**config.mk**
```make
export PLATFORM = sky130hd
export DESIGN_NAME = gate_unit_pipe
export DESIGN_NICKNAME = d
export VERILOG_FILES = /design/src/rtl/gate_unit_pipe.sv
export SDC_FILE = /design/constraint.sdc
export NUM_CORES = 1
export LEC_CHECK = 0
export CORE_ASPECT_RATIO = 0.75
export CORE_MARGIN = 1.5
export CORE_UTILIZATION = 37
export DETAILED_ROUTE_END_ITERATION = 8
export PLACE_DENSITY = 0.61
export SYNTH_ARGS = -nofsm -noshare
export SYNTH_HDL_FRONTEND = slang
export SYNTH_SLANG_ARGS = --single-unit
```
**constraint.sdc**
```tcl
create_clock -name clk -period 5.55 [get_ports clk]
set_clock_uncertainty 0.2 [all_clocks]
set_input_delay 1.11 -clock clk [delete_from_list [all_inputs] [get_ports clk]]
set_output_delay 1.11 -clock clk [all_outputs]
set_load 0.03 [all_outputs]
```
**src/rtl/gate_unit_pipe.sv**
```systemverilog
// gate_unit_pipe: bitwise AND/OR/XOR/NAND of two operands, results queued in a DEPTH-entry FIFO.
// Latency: a result pushed into an empty FIFO is visible on out1 the cycle after the push edge.
// Backpressure: in_ready = occupancy < DEPTH (registered only); a full FIFO stalls the producer.
// Optional: define GATE_UNIT_POPCOUNT_EN to add out_ones (count of set bits stored with each result).
module gate_unit_pipe #(
  parameter int WIDTH = 8,
  parameter int DEPTH = 4,
  parameter int CNT_W = 8
) (
  input  logic                         clk,
  input  logic                         rst_n,
  input  logic                         in_valid,
  output logic                         in_ready,
  input  logic [WIDTH-1:0]             in1,
  input  logic [WIDTH-1:0]             in2,
  input  logic [1:0]                   op,
  output logic                         out_valid,
  input  logic                         out_ready,
  output logic [WIDTH-1:0]             out1,
  output logic [CNT_W-1:0]             ops_cnt
`ifdef GATE_UNIT_POPCOUNT_EN
  ,
  output logic [$clog2(WIDTH+1)-1:0]   out_ones
`endif
);

  localparam int PTR_W = $clog2(DEPTH);
  localparam int OCC_W = $clog2(DEPTH) + 1;

  logic [WIDTH-1:0] mem [DEPTH];
  logic [PTR_W-1:0] wr_ptr;
  logic [PTR_W-1:0] rd_ptr;
  logic [OCC_W-1:0] occ;
  logic [WIDTH-1:0] result;
  logic             push;
  logic             pop;

  // Operation select; all four encodings are legal.
  always_comb begin
    result = '0;
    case (op)
      2'b00:   result = in1 & in2;
      2'b01:   result = in1 | in2;
      2'b10:   result = in1 ^ in2;
      default: result = ~(in1 & in2);
    endcase
  end

  // Handshakes come from occupancy only, so out_ready never reaches in_ready.
  assign in_ready  = (occ != OCC_W'(DEPTH));
  assign out_valid = (occ != '0);
  assign push      = in_valid && in_ready;
  assign pop       = out_valid && out_ready;

  // Head is gated so out1 reads 0 whenever the FIFO is empty (including after reset).
  assign out1 = out_valid ? mem[rd_ptr] : '0;

  // Result storage; contents need no reset because empty entries are never exposed.
  always_ff @(posedge clk) begin
    if (push) begin
      mem[wr_ptr] <= result;
    end
  end

  // Pointers, occupancy and consumed-results counter.
  always_ff @(posedge clk) begin
    if (!rst_n) begin
      wr_ptr  <= '0;
      rd_ptr  <= '0;
      occ     <= '0;
      ops_cnt <= '0;
    end else begin
      if (push) begin
        wr_ptr <= wr_ptr + PTR_W'(1);
      end
      if (pop) begin
        rd_ptr  <= rd_ptr + PTR_W'(1);
        ops_cnt <= ops_cnt + CNT_W'(1);
      end
      case ({push, pop})
        2'b10:   occ <= occ + OCC_W'(1);
        2'b01:   occ <= occ - OCC_W'(1);
        default: occ <= occ;
      endcase
    end
  end

`ifdef GATE_UNIT_POPCOUNT_EN
  localparam int ONES_W = $clog2(WIDTH+1);

  logic [ONES_W-1:0] ones_mem [DEPTH];
  logic [ONES_W-1:0] ones;

  // Population count of the result being pushed.
  always_comb begin
    ones = '0;
    for (int i = 0; i < WIDTH; i++) begin
      ones = ones + ONES_W'(result[i]);
    end
  end

  // Count is stored beside its result so it follows the same FIFO order.
  always_ff @(posedge clk) begin
    if (push) begin
      ones_mem[wr_ptr] <= ones;
    end
  end

  assign out_ones = out_valid ? ones_mem[rd_ptr] : '0;
`endif

endmodule

```
==> impl_metrics.json, run 1 <==
{
  "critPathMaxStageDelay_ns": 0.68,
  "clock-sinks": 49,
  "grt_max_degree": 25,
  "path_class": "register to primary output",
  "place_inst": 334,
  "grt_use_total_pct": 12.56,
  "worstSetupEndpointType": "primary output",
  "ant_nets": 0,
  "avgSynthCellArea_um2": 11.69,
  "yosys-top-cells-count": "edfxtp_1, inv_1, ha_1, a21oi_1, dfxtp_1",
  "synthArstFlopShare_pct": 0,
  "maxClockFrequency_mhz": 277.8,
  "required_ns": 4.24,
  "setup_ws_ns": 1.950,
  "cap_violations": 0,
  "clock_path_buffers": 2,
  "first_global_vias": 1495,
  "synth-main-ff-cell": "edfxtp_1",
  "finalCritPeriodShare_pct": 64.87,
  "synthAdderAreaFrac_pct": 11.43,
  "drc": 0,
  "yosys_warnings": 0,
  "critPathBufInv": 1,
  "leakage_nw": 1.174,
  "place_congestion": 0.7463,
  "p_comb_share_pct": 40.7,
  "cp_top_family": "flip-flops",
  "multi_input_area_um2": 1129,
  "synth_xor_xnor_area_share_pct": 2.035,
  "period_needed_ns": 3.600,
  "final_core_util_pct": 46.08,
  "worstPathArrival_ns": 2.29,
  "swShare_pct": 35.71,
  "place_hpwl_um": 3239,
  "postSynthNetCount": 266,
  "cp_max_fo": 8,
  "num-fill-cells": 632,
  "pre_cts_ws_ns": 2.107,
  "post_cts_buffers": 0,
  "slowest_stage": "dfxtp_1",
  "synth_cells": 221,
  "die_x_um": 99.47,
  "via_count": 1672,
  "p_sw_w": 0.0004141,
  "finalHoldViolCount": 0,
  "drt-initial-drc-count": 59,
  "yosys.area.top_type_share_pct": 37.21,
  "rsz0062_at_grt": "no",
  "holdCritPathClass": "register to register",
  "area.growth.synth_to_final_pct": 20.74,
  "synth_mux_area_share_pct": 9.545,
  "synth-edff-count": 32,
  "routed_wl_um": 4428,
  "std_cell_rows": 26,
  "initial_utilization_pct": 38.17,
  "worstMarginPinSlew_ns": 0.8562,
  "synth.area.top_cells": "edfxtp_1, dfxtp_1, ha_1",
  "clkTransAtPathRegs_ns": 0.08,
  "syn_area_um2": 2582,
  "io_buffers": 39,
  "seqCellArea_um2": 1301,
  "synth_compound_area_share_pct": 10.27,
  "synth_top_family_by_area": "adder cells",
  "cts_resized": 0,
  "relSlewSlack_pct": 42.58,
  "ios": 40,
  "drive_gt1_share_pct": 8.140,
  "tns_ns": 0,
  "grt_pass1_wl_um": 7100,
  "cts_hold_buf": 0,
  "synth_area_leader_cell": "edfxtp_1",
  "fp.dieH_um": 75.35,
  "synthMostInstantiatedCell": "edfxtp_1",
  "core_area_um2": 6766,
  "firstDrtPassIters": 4,
  "p_per_area_nw_per_um2": 371.9,
  "ys_ff_latch": 49,
  "startpoint_type": "register",
  "worstPathCellList": "mux4_2, nor2b_1, clkdlybuf4s50_1",
  "clock_latency_ns": 0.30,
  "p_int_w": 0.0007455,
  "cts_tree": "done",
  "nets": 302,
  "slew_violations": 0,
  "finalSetupViolations": 0,
  "die_area_um2": 7495,
  "peakVddDrop_mv": 0.1333,
  "overflow": 0,
  "synthSimpleGateAreaFrac_pct": 10.42,
  "viasPerCell": 4.889,
  "p_total_w": 0.001160,
  "diodes": 0,
  "post_drt_wl_per_cell_um": 12.95,
  "cts_max_level": 2,
  "clock-root-buffer": "clkbuf_8",
  "yosysUniqueCellTypes": 31,
  "seq_area_frac_synth_pct": 50.39,
  "outcome": "completed",
  "pwr-share-clk_pct": 17.2,
  "instances_no_fill": 342,
  "seq_power_share_pct": 42.1,
  "cts_made_buffers": 5,
  "antenna_found_initial": 0
}
[per-stage QoR]
stage | hold slack [ns] | cell area (um2)
floorplan | 0.2847 | 2582
global placement | 0.2791 | 3034
detailed placement | 0.2749 | 3034
CTS | 0.2872 | 3118
global route | 0.3129 | 3118
finish | 0.2876 | 3118
[state kept, by name, indices dropped and copies added, names as in the netlist, named ones only]
name,flops
rd_ptr,2
occ,3
mem,32
wr_ptr,2
ops_cnt,8
[worst paths after layout]
path                            startpoint          to  slack, ns  depth (start not counted)
worst max-delay path              register     out1[5]       1.95                          3
worst min-delay path            ops_cnt[7]  ops_cnt[7]       0.29                          2
worst max register to register      occ[2]      occ[2]       2.99                          8
worst min register to register  ops_cnt[7]  ops_cnt[7]       0.29                          2
[cell families after synthesis]
kind of cell	Yosys count
simple gates	49
flops	49
compound gates	42
buf+inv	38
fa+ha+maj	23
mux	14
xor+xnor	6
[layout by cell type (no fill, tap or decap), drive strengths merged, types with 2 or more instances in the layout]
cell / Yosys / layout
a211oi: 5 / 5
mux4: 8 / 8
o31ai: 7 / 7
nor2: 9 / 9
clkbuf: 5 / 7
xor2: 6 / 6
dfxtp: 17 / 17
a21oi: 17 / 17
edfxtp: 32 / 32
mux2: 5 / 5
clkdlybuf4s50: 0 / 39
o21ai: 6 / 6
or4: 3 / 3
inv: 27 / 27
nor2b: 16 / 16
ha: 22 / 22
or3: 3 / 3
and3: 4 / 4
o211ai: 3 / 3
nand2: 6 / 6
nand3: 4 / 4
nand4: 2 / 2
a21o: 2 / 2
o311ai: 2 / 2
[cell type report]
cell class | instances | share of cell area (%)
clock buffer | 7 | 2.448
clock inverter | 1 | 0.2408
inverter | 27 | 3.250
multi-input combinational | 134 | 36.20
sequential | 49 | 41.73
tap | 84 | 3.371
timing repair buffer | 40 | 12.76
[layer usage]
metal | vias up | track usage [%] | wire (um)
li1 | 868 | - | -
met2 | 17 | 20.62 | 2056
met3 | 6 | 2.661 | 95
met1 | 781 | 16.25 | 2189
met4 | 0 | 6.103 | 86
met5 | - | 0 | 0
[tightest hold or removal path, delay by kind of cell, from the launching register on]
family          cells  cell delay [ns]
flops               1             0.33
compound gates      2             0.12
[power by group through the flow]
stage	clock network, W	registers (W)	logic (W)
finish	0.000199	0.000488	0.000472
global route	0.000220	0.000498	0.000513
CTS	0.000205	0.000490	0.000480
detailed placement	0	0.000499	0.000478
global placement	0	0.000498	0.000470
floorplan	0	0.000481	0.000328
No activity file was read; power rests on OpenSTA's default activity.
==> run 2: changes to the inputs <==
--- a/config.mk
+++ b/config.mk
@@ -9,7 +9,7 @@
 export CORE_MARGIN = 1.5
 export CORE_UTILIZATION = 37
 export DETAILED_ROUTE_END_ITERATION = 8
-export PLACE_DENSITY = 0.61
+export PLACE_DENSITY = 0.64
 export SYNTH_ARGS = -nofsm -noshare
 export SYNTH_HDL_FRONTEND = slang
 export SYNTH_SLANG_ARGS = --single-unit
==> constraint.sdc (replaced) <==
create_clock -name clk -period 3 [get_ports clk]
set_clock_uncertainty 0.2 [all_clocks]
set_input_delay 0.6 -clock clk [delete_from_list [all_inputs] [get_ports clk]]
set_output_delay 0.6 -clock clk [all_outputs]
set_load 0.03 [all_outputs]
==> impl_metrics.json, run 2 (synthesis results as in run 1) <==
{
  "hp-start": "ops_cnt[7]",
  "clock_path_buffers": 2,
  "overflow": 0,
  "peakVddDrop_mv": 0.2684,
  "drt-initial-drc-count": 78,
  "grt_pass1_wl_um": 7458,
  "cap_violations": 0,
  "clock-sinks": 49,
  "std_cell_rows": 26,
  "first_global_vias": 1608,
  "drive_gt1_share_pct": 10.65,
  "place_congestion": 0.7629,
  "ant_nets": 0,
  "place_hpwl_um": 3304,
  "cts_max_level": 2,
  "viasPerCell": 4.994,
  "rsz0062_at_grt": "no",
  "clock_latency_ns": 0.29,
  "top_regs": "mem x32, ops_cnt x8, occ x3",
  "r2r-start": "occ[2]",
  "area.growth.synth_to_final_pct": 22.48,
  "diodes": 0,
  "tns_ns": 0,
  "grt_use_total_pct": 12.77,
  "r2r_setup_slack_ns": 0.44,
  "clkTransAtPathRegs_ns": 0.09,
  "outcome": "completed",
  "cp_max_fo": 8,
  "initial_utilization_pct": 38.17,
  "hold_depth": 2,
  "finalSetupViolations": 0,
  "reg2reg_to": "occ[2]",
  "clock-root-buffer": "clkbuf_8",
  "antenna_found_initial": 0,
  "p_per_area_nw_per_um2": 690.8,
  "layout_common_cells": "clkdlybuf4s50_1, edfxtp_1, inv_1",
  "worstPathArrival_ns": 2.07,
  "die_area_um2": 7495,
  "maxClockFrequency_mhz": 348.0,
  "cts_resized": 0,
  "post_cts_buffers": 0,
  "worstSetupEndpointType": "primary output",
  "largest_reg_flops": 32,
  "core_area_um2": 6766,
  "slew_violations": 0,
  "firstDrtPassIters": 4,
  "required_ns": 2.20,
  "final_common_cell": "clkdlybuf4s50_1",
  "leakage_nw": 1.207,
  "fp.dieH_um": 75.35,
  "finalCritPeriodShare_pct": 95.80,
  "finalHoldViolCount": 0,
  "startpoint_type": "register",
  "routed_wl_um": 4484,
  "top_register": "mem",
  "holdCritPathClass": "register to register",
  "grt_max_degree": 20,
  "ios": 40,
  "die_x_um": 99.47,
  "relSlewSlack_pct": 60.19,
  "drc": 0,
  "r2r_cells": 8,
  "place_inst": 339,
  "num-fill-cells": 634,
  "worstMarginPinSlew_ns": 0.5953,
  "nets": 307,
  "path_class": "register to primary output",
  "cts_hold_buf": 0,
  "via_count": 1733,
  "instances_no_fill": 347,
  "cts_made_buffers": 5,
  "min_to": "ops_cnt[7]",
  "cts_tree": "done",
  "io_buffers": 39,
  "period_needed_ns": 2.874,
  "post_drt_wl_per_cell_um": 12.92
}
-- run 2: cell count changes in the layout (fill, tap and decap cells not counted), sizes merged --
cell,delta
buf,+5
clkinv,+3
clkinvlp,-1
clkbuf,-2
-- run 2: area by class of cell --
class,instances,area [um2],share of cell area [%]
Timing Repair Buffer,45,435.4,13.77
Sequential cell,49,1301,41.14
Tap cell,84,105.1,3.323
Inverter,27,101.3,3.204
Multi-Input combinational cell,134,1129,35.68
Clock buffer,5,68.82,2.176
Clock inverter,3,22.52,0.7120
-- run 2: worst max path at each step --
stage / cells after the start / start / slack (ns) / end
6_report: 4 / register / 0.13 / out1[7]
5_1_grt: 4 / register / 0.05 / out1[3]
4_1_cts: 4 / register / 0.11 / out1[7]
3_5_place_dp: 9 / out_ready / 0.23 / occ[2]
3_3_place_gp: 9 / out_ready / 0.26 / occ[2]
2_1_floorplan: 9 / occ[2] / 0.42 / occ[2]
-- run 2: power by group --
| group | leakage [nW] | internal [W] | switching, W | total [W] |
|---|---|---|---|---|
| sequential | 0.430 | 0.000814 | 0.0000632 | 0.000877 |
| combinational | 0.730 | 0.000417 | 0.000503 | 0.000920 |
| clock | 0.0481 | 0.000166 | 0.000222 | 0.000388 |
-- run 2: worst max-delay path, stage by stage, from the launching register on --
cell	delay (ns)
dfxtp_1	0.32
buf_4	0.20
mux4_2	0.53
nor2b_1	0.14
clkdlybuf4s50_1	0.58
-- run 2: stage by stage --
| step | total power (W) | area [um2] | setup slack (ns) | utilization [%] | hold WS (ns) |
|---|---|---|---|---|---|
| after floorplan | 0.001495 | 2582 | 0.4207 | - | 0.2847 |
| after CTS | 0.002209 | 3163 | 0.1081 | 46.75 | 0.2902 |
| after global placement | 0.001812 | 3072 | 0.2645 | 45.40 | 0.2665 |
| final | 0.002185 | 3163 | 0.1261 | 46.75 | 0.2853 |
| after detailed placement | 0.001821 | 3072 | 0.2271 | 45.40 | 0.2746 |
| after global routing | 0.002321 | 3163 | 0.04971 | 46.75 | 0.3181 |
-- run 2: layer usage --
layer  up-vias  global-route usage (%)  wire (um)
li1        872                       -          -
met1       827                   17.71       2194
met2        29                   21.08       2098
met3         5                   2.477        148
met4         0                   3.286         42
met5         -                       0          0
